File: config.mk
export PLATFORM = sky130hd
export DESIGN_NAME = pipe_adder
export DESIGN_NICKNAME = d
export VERILOG_FILES = /design/src/rtl/pipe_adder.sv
export SDC_FILE = /design/constraint.sdc
export NUM_CORES = 1
export LEC_CHECK = 0
export CORE_MARGIN = 2
export CORE_UTILIZATION = 40
export CTS_CLUSTER_DIAMETER = 50
export DETAILED_ROUTE_END_ITERATION = 8
export HOLD_SLACK_MARGIN = 0.12
export PLACE_DENSITY = 0.65
export SKIP_CTS_REPAIR_TIMING = 1
export SLEW_MARGIN = 15
export SYNTH_ARGS = -nofsm -noshare
export SYNTH_HDL_FRONTEND = slang
export SYNTH_SLANG_ARGS = --single-unit
File: constraint.sdc
create_clock -name clk -period 3.85 [get_ports clk]
set_input_delay 0.77 -clock clk [delete_from_list [all_inputs] [get_ports clk]]
set_output_delay 0.77 -clock clk [all_outputs]
set_load 0.01 [all_outputs]
File: src/rtl/pipe_adder.sv
// Pipelined add/subtract: each of STAGES stages resolves WIDTH/STAGES carry-chain bits. Latency is STAGES edges.
// Backpressure: valid/ready per stage with bubble collapse; in_ready ripples combinationally from out_ready.
// Optional PIPE_ADDER_STATS_EN adds saturating res_count/carry_count outputs.
module pipe_adder #(
    parameter int WIDTH  = 32,
    parameter int STAGES = 2,
    parameter int TAG_W  = 4
) (
    input  logic             clk,
    input  logic             rst,
    input  logic             in_valid,
    output logic             in_ready,
    input  logic [WIDTH-1:0] a,
    input  logic [WIDTH-1:0] b,
    input  logic             sub,
    input  logic [TAG_W-1:0] in_tag,
    output logic             out_valid,
    input  logic             out_ready,
    output logic [WIDTH:0]   sum,
    output logic [TAG_W-1:0] out_tag
`ifdef PIPE_ADDER_STATS_EN
    ,
    output logic [15:0]      res_count,
    output logic [15:0]      carry_count
`endif
);

    localparam int SW  = WIDTH / STAGES;
    // Stage k keeps only the B slices still to be added, so all skewed B storage is one flat vector.
    localparam int BXW = SW * ((STAGES * (STAGES - 1)) / 2);
    localparam int BXD = (BXW > 0) ? BXW : 1;

    logic [STAGES-1:0] v_q;
    logic [STAGES-1:0] rdy;
    logic [STAGES-1:0] sub_q;
    logic [STAGES-1:0] c_q;
    logic [WIDTH-1:0]  x_q   [STAGES];
    logic [TAG_W-1:0]  tag_q [STAGES];
    logic [BXD-1:0]    bx_q;
    logic [WIDTH-1:0]  b_eff;

    assign b_eff = sub ? ~b : b;

    always_comb begin
        rdy[STAGES-1] = !v_q[STAGES-1] || out_ready;
        for (int k = STAGES - 2; k >= 0; k--) begin
            rdy[k] = !v_q[k] || rdy[k+1];
        end
    end

    assign in_ready  = rdy[0];
    assign out_valid = v_q[STAGES-1];
    assign sum       = {sub_q[STAGES-1] ^ c_q[STAGES-1], x_q[STAGES-1]};
    assign out_tag   = tag_q[STAGES-1];

    for (genvar k = 0; k < STAGES; k++) begin : g_st
        localparam int LO   = k * SW;
        localparam int REM  = WIDTH - (k + 1) * SW;
        localparam int OFF  = SW * (k * (STAGES - 1) - (k * (k - 1)) / 2);
        localparam int OFFP = SW * ((k - 1) * (STAGES - 1) - ((k - 1) * (k - 2)) / 2);

        logic             in_v;
        logic             cin;
        logic             s_in;
        logic [SW-1:0]    op_a;
        logic [SW-1:0]    op_b;
        logic [TAG_W-1:0] t_in;
        logic [SW:0]      part;
        logic [WIDTH-1:0] x_nxt;

        // x carries finished result slices below LO and untouched A slices above.
        if (k == 0) begin : g_head
            assign in_v = in_valid;
            assign cin  = sub;
            assign s_in = sub;
            assign op_a = a[SW-1:0];
            assign op_b = b_eff[SW-1:0];
            assign t_in = in_tag;
            always_comb begin
                x_nxt         = a;
                x_nxt[SW-1:0] = part[SW-1:0];
            end
        end else begin : g_body
            assign in_v = v_q[k-1];
            assign cin  = c_q[k-1];
            assign s_in = sub_q[k-1];
            assign op_a = x_q[k-1][LO +: SW];
            assign op_b = bx_q[OFFP +: SW];
            assign t_in = tag_q[k-1];
            always_comb begin
                x_nxt           = x_q[k-1];
                x_nxt[LO +: SW] = part[SW-1:0];
            end
        end

        assign part = {1'b0, op_a} + {1'b0, op_b} + {{SW{1'b0}}, cin};

        always_ff @(posedge clk or posedge rst) begin
            if (rst) begin
                v_q[k]   <= 1'b0;
                c_q[k]   <= 1'b0;
                sub_q[k] <= 1'b0;
                x_q[k]   <= '0;
                tag_q[k] <= '0;
            end else if (rdy[k]) begin
                v_q[k] <= in_v;
                if (in_v) begin
                    c_q[k]   <= part[SW];
                    sub_q[k] <= s_in;
                    x_q[k]   <= x_nxt;
                    tag_q[k] <= t_in;
                end
            end
        end

        if (k < STAGES - 1) begin : g_bx
            logic [REM-1:0] bx_nxt;
            if (k == 0) begin : g_src0
                assign bx_nxt = b_eff[WIDTH-1:SW];
            end else begin : g_srck
                assign bx_nxt = bx_q[OFFP + SW +: REM];
            end
            always_ff @(posedge clk or posedge rst) begin
                if (rst) begin
                    bx_q[OFF +: REM] <= '0;
                end else if (rdy[k] && in_v) begin
                    bx_q[OFF +: REM] <= bx_nxt;
                end
            end
        end
    end

    if (BXW == 0) begin : g_nobx
        assign bx_q = '0;
    end

`ifdef PIPE_ADDER_STATS_EN
    logic fire_q;
    logic fire_c_q;

    // Counters see the consume one clock later, off the output timing path.
    always_ff @(posedge clk or posedge rst) begin
        if (rst) begin
            fire_q      <= 1'b0;
            fire_c_q    <= 1'b0;
            res_count   <= '0;
            carry_count <= '0;
        end else begin
            fire_q   <= out_valid && out_ready;
            fire_c_q <= out_valid && out_ready && sum[WIDTH];
            if (fire_q && res_count != 16'hFFFF) begin
                res_count <= res_count + 16'd1;
            end
            if (fire_c_q && carry_count != 16'hFFFF) begin
                carry_count <= carry_count + 16'd1;
            end
        end
    end
`endif

endmodule

Word level (Yosys, flattened, before mapping)
Cells that the tools add are included.
- add/subtract/negate cells: 4
- multipliers: 0
- divide/modulo/power cells: 0
- order comparisons: 0
- eq/ne operators: 0
- shift operators: 0
- mux-type cells: 1
- bitwise logic cells: 2
- reductions and logical operators: 7
- operators with widths (cell ; count):
    adder 16 x 16 -> 17 bit ; 2
    adder 17 x 1 -> 17 bit ; 2
    two-way mux 32 bit ; 1
    inverter 32 bit ; 1
    AND reduction 2 bit ; 2
    zero test 1 bit ; 2
    logical OR 1 bit ; 2
    logical AND 1 bit ; 1
    bitwise XOR 1 bit ; 1
- register bits after elaboration: 94
- latch bits: 0
- RAM bits: 0
- memory bits (read-only): 0
- logic and storage cells: 25
- memories kept: 0

Longest topological paths before layout
- word-level depth: 4
- mapped depth: 11

Worst setup path after synthesis
No wires, ideal clock.
- path type: in2reg
- start point: in sub
- end point: reg x_q (netlist bit g_st[1].x_nxt[14])
- library setup time: 95 ps
- data arrival time: 3129 ps
- data required time: 3755 ps
- setup slack: 625 ps
- stages: 11
- path buffers: 2
- cell sequence: buf_6 -> clkbuf_1 -> xor2_1 -> inv_1 -> fa_1 -> nand2b_1 -> a21oi_1 -> o2111ai_1 -> a311oi_1 -> nor3_1 -> o31ai_1
- word-level cells in the longest chain between the ends: 3
- RTL lines (element ; RTL line ; source):
    start, declared ; 15 ; input logic sub,
    two-way mux 32 bit ; 42 ; assign b_eff = sub ? ~b : b;
    adder 16 x 16 -> 17 bit ; 96 ; assign part = {1'b0, op_a} + {1'b0, op_b} + {{SW{1'b0}}, cin};
    adder 17 x 1 -> 17 bit * ; 96 ;
    end signal, assigned by index ; 110 ; x_q[k] <= x_nxt;
    end, declared ; 37 ; logic [WIDTH-1:0] x_q [STAGES];
Every way passes the cells marked *; elsewhere a longest branch is shown, timed or not.
A chain may end at the register's enable or synchronous reset.

Worst setup path after layout
- start point: in b[1]
- end point: reg x_q (netlist bit g_st[1].x_nxt[14])
- word-level cells in the longest chain between the ends: 4
- RTL lines (element ; RTL line ; source):
    start, declared ; 14 ; input logic [WIDTH-1:0] b,
    inverter 32 bit ; 42 ;
    two-way mux 32 bit * ; 42 ;
    adder 16 x 16 -> 17 bit * ; 96 ;
    adder 17 x 1 -> 17 bit * ; 96 ;
Marked as above.

==> summary.md <==
| Metric | Value |
|---|---|
| IO Pins | 112 |
| Synth warn | 0 |
| # diodes | 0 |
| Setup violations, final | 0 |
| Largest net degree at the start of global routing | 39 |
| Final hold vios | 0 |
| Number of distinct library cells after synthesis | 54 |
| TNS Setup | 0 ns |
| Hold Path Sink | sum[4] |
| Met2 Usage GRT | 0.310 |
| Post-synth top area cell | dfrtp_1 |
| RR Endpoint | sum[30] |
| TritonRoute pass-1 iters | 4 |
| Hold crit path type | reg -> reg |
| M3 GR Usage | 0.0326 |
| Routed vias | 4453 |
| Die W | 119 um |
| Max Slew Vio Count | 0 |
| # DRC | 0 |
| Synth top cells by count | nand2_1, dfrtp_1, o21ai_0 |
| Avg Inst Size Synth | 8.89 um^2 |
| Global-route wire length before repair | 20900 um |
| Post-synthesis sequential area ratio | 0.443 |
| # clock sinks | 94 |
| VDD IR-drop max | 0.226 mV |
| Yosys reg bits | 94 |
| Min Tclk post-route | 3.08 ns |
| R2R Setup Slk | 0.84 ns |
| Crit start category | input port |
| Hpwl dp | 9190 um |
| CP required | 4.10 ns |
| Buf/Inv on CP | 2 |
| Critical path peak fanout | 4 |
| Period utilisation layout | 0.800 |
| Top post-synthesis cells by area | dfrtp_1, nand2_1, ha_1 |
| Die ar. | 14200 um^2 |
| Clock-pin slew on the worst setup and hold paths | 0.07 ns |
| Pwr dens | 514 nW/um^2 |
| Share of the synthesized area in the top cell type | 0.443 |
| Hold Path Origin | g_st[1].x_nxt[4] |
| Rows | 42 |
| Hold Path Stages | 2 |
| Number of buffers created by CTS | 9 |
| Crit path kind | in -> reg |
| Top_reg_cell synth | dfrtp_1 |
| Vias in the first global route | 4466 |
| Layout area overhead | 30.0% |
| Gr ovfl total | 0 |
| Critical path cell sequence | clkdlybuf4s50_1 > xor2_1 > inv_1 > fa_1 > nand2b_1 > a21oi_1 > o2111ai_1 > a311oi_1 > nor3_1 > o31ai_1 |
| CP top delay family | compound AO/OA/AOI/OAI gates |
| Worst Clk Skew | 0.00822 ns |
| Crit path largest cell delay | 0.47 ns |
| Worst-margin pin slew | 0.682 ns |
| Slowest-stage cell, CP | clkdlybuf4s50_1 |
| Worst-Skew Late Latency | 0.34 ns |
| Share of cells above drive strength 1 | 0.0564 |
| Core area | 13100 um^2 |
| Initial antenna violation count | 0 |
| Drt wl/cell | 13.8 um |
| Setup crit end kind | flop |
| Post-Layout Cell Count | 885 |
| Busiest grt layer | met2 |
| CTS Buffer Depth | 2 |
| Die Ht | 119 um |
| Starting Density | 0.406 |
| Worst Path Arrival | 3.33 ns |
| P_leak | 3.19 nW |
| Mapped Nets | 703 |
| Grt met1 use | 0.235 |
| Syn Inst Count | 597 |
| Placed Cells | 869 |
| Number of synthesized flops with an enable pin | 0 |
| Max Cap Viol | 0 |
| Root Buffer | clkbuf_16 |
| Drt first-iter violations | 166 |
| Worst r2r path cells | 8 |
| Top-count cell post-synth | nand2_1 |
| Peak Freq | 325 MHz |
| Slew margin rel. | 0.544 |
| Worst r2r src | bx_q[0] |
| Routed Antenna Nets | 0 |
| Post-Route WL | 12200 um |
| CTS HTree Levels | 3 |
| RSZ-0062 raised after global routing | no |
| Total global-route track usage | 0.180 |
| NumNets Final | 810 |
| GPL Wtd Cong | 0.852 |
| CTS tree | built |
| Status | finished clean |
| Vias per cell | 5.03 |
| Ys async rst share | 1.00 |
| Port bufs | 111 |
| Mapped Area | 5310 um^2 |
## tightest hold or removal path: cells and delay by family (launching register included)
kind,cells,cell delay [ns]
AND/OR/NAND/NOR,2,0.10
flip-flops,1,0.34
## placed cells by master, fill, tap and decap left out, drive strengths merged, types with 3 or more instances in the layout
cell	n
a21o	10
xor2	23
dfrtp	94
o21ai	45
ha	30
a31oi	3
nor3	10
inv	17
o31ai	7
nand2b	5
fa	3
o21a	10
and2	3
nor3b	5
nand4	3
mux2i	4
nand2	189
or3	3
nand3	3
xnor2	27
and3	4
o21bai	4
clkbuf	9
clkdlybuf4s50	110
nor2	12
buf	11
o211ai	4
a21oi	30
## cell families (layout without fill, tap and decap cells)
| logic type | after synthesis | after routing | share of synthesized area |
|---|---|---|---|
| buf+inv | 38 | 150 | 0.0283 |
| fa+ha+maj | 33 | 33 | 0.0820 |
| compound gates | 136 | 136 | 0.166 |
| simple gates | 241 | 241 | 0.188 |
| mux | 5 | 5 | 0.0104 |
| xor+xnor | 50 | 50 | 0.0825 |
| flops | 94 | 94 | 0.443 |
## flip-flops by register name, indices dropped and copies added, names as in the netlist
register	cells
out_tag	4
sub_q	1
g_st.x_nxt	16
g_st.cin	1
c_q	1
g_st.in_v	1
out_valid	1
g_st.t_in	4
bx_q	16
g_st.op_a	16
g_st.s_in	1
sum	32
## how the worst max path moves through the flow
stage / start / end / slack (ns) / cells after the start
2_1_floorplan: rst / bx_q[0] / 0.63 / 1
3_3_place_gp: b[1] / g_st[1].x_nxt[14] / 0.50 / 10
3_5_place_dp: b[1] / g_st[1].x_nxt[14] / 0.43 / 10
4_1_cts: bx_q[0] / sum[30] / 0.78 / 8
5_1_grt: b[1] / g_st[1].x_nxt[14] / 0.50 / 10
6_report: b[1] / g_st[1].x_nxt[14] / 0.77 / 10
## metal layers
metal | vias to the layer above | wire length, um
met5 | - | 0
met4 | 0 | 129
met3 | 14 | 565
met2 | 121 | 6020
met1 | 2075 | 5460
li1 | 2243 | -
## layout make-up
cell class / count / area, um^2
fillers: 1228 / 6180
multi-input cells: 465 / 2810
flip-flops and latches: 94 / 2350
repair buffers: 121 / 1180
clock buffers: 9 / 225
well taps: 176 / 220
clock inverters: 7 / 62.6
inverters: 13 / 51.3
## where the power goes
group / switching (mW) / internal (mW) / total [mW] / leakage (nW)
clock network: 0.409 / 0.452 / 0.860 / 0.139
logic: 0.640 / 0.663 / 1.30 / 1.90
registers: 0.155 / 1.23 / 1.39 / 1.15
total: 1.20 / 2.35 / 3.55 / 3.19
## per-stage QoR
| step | power (mW) | setup slack, ns | util | area (um^2) | hold WS, ns |
|---|---|---|---|---|---|
| after global placement | 2.68 | 0.499 | 0.506 | 6620 | 0.443 |
| after detailed placement | 2.71 | 0.433 | 0.506 | 6620 | 0.453 |
| final | 3.55 | 0.770 | 0.528 | 6910 | 0.469 |
| after floorplan | 2.14 | 0.625 | - | 5310 | 0.433 |
| after CTS | 3.59 | 0.784 | 0.528 | 6910 | 0.470 |
| after global routing | 3.80 | 0.504 | 0.528 | 6910 | 0.498 |
Note: power is estimated with default switching activity, not from simulation.
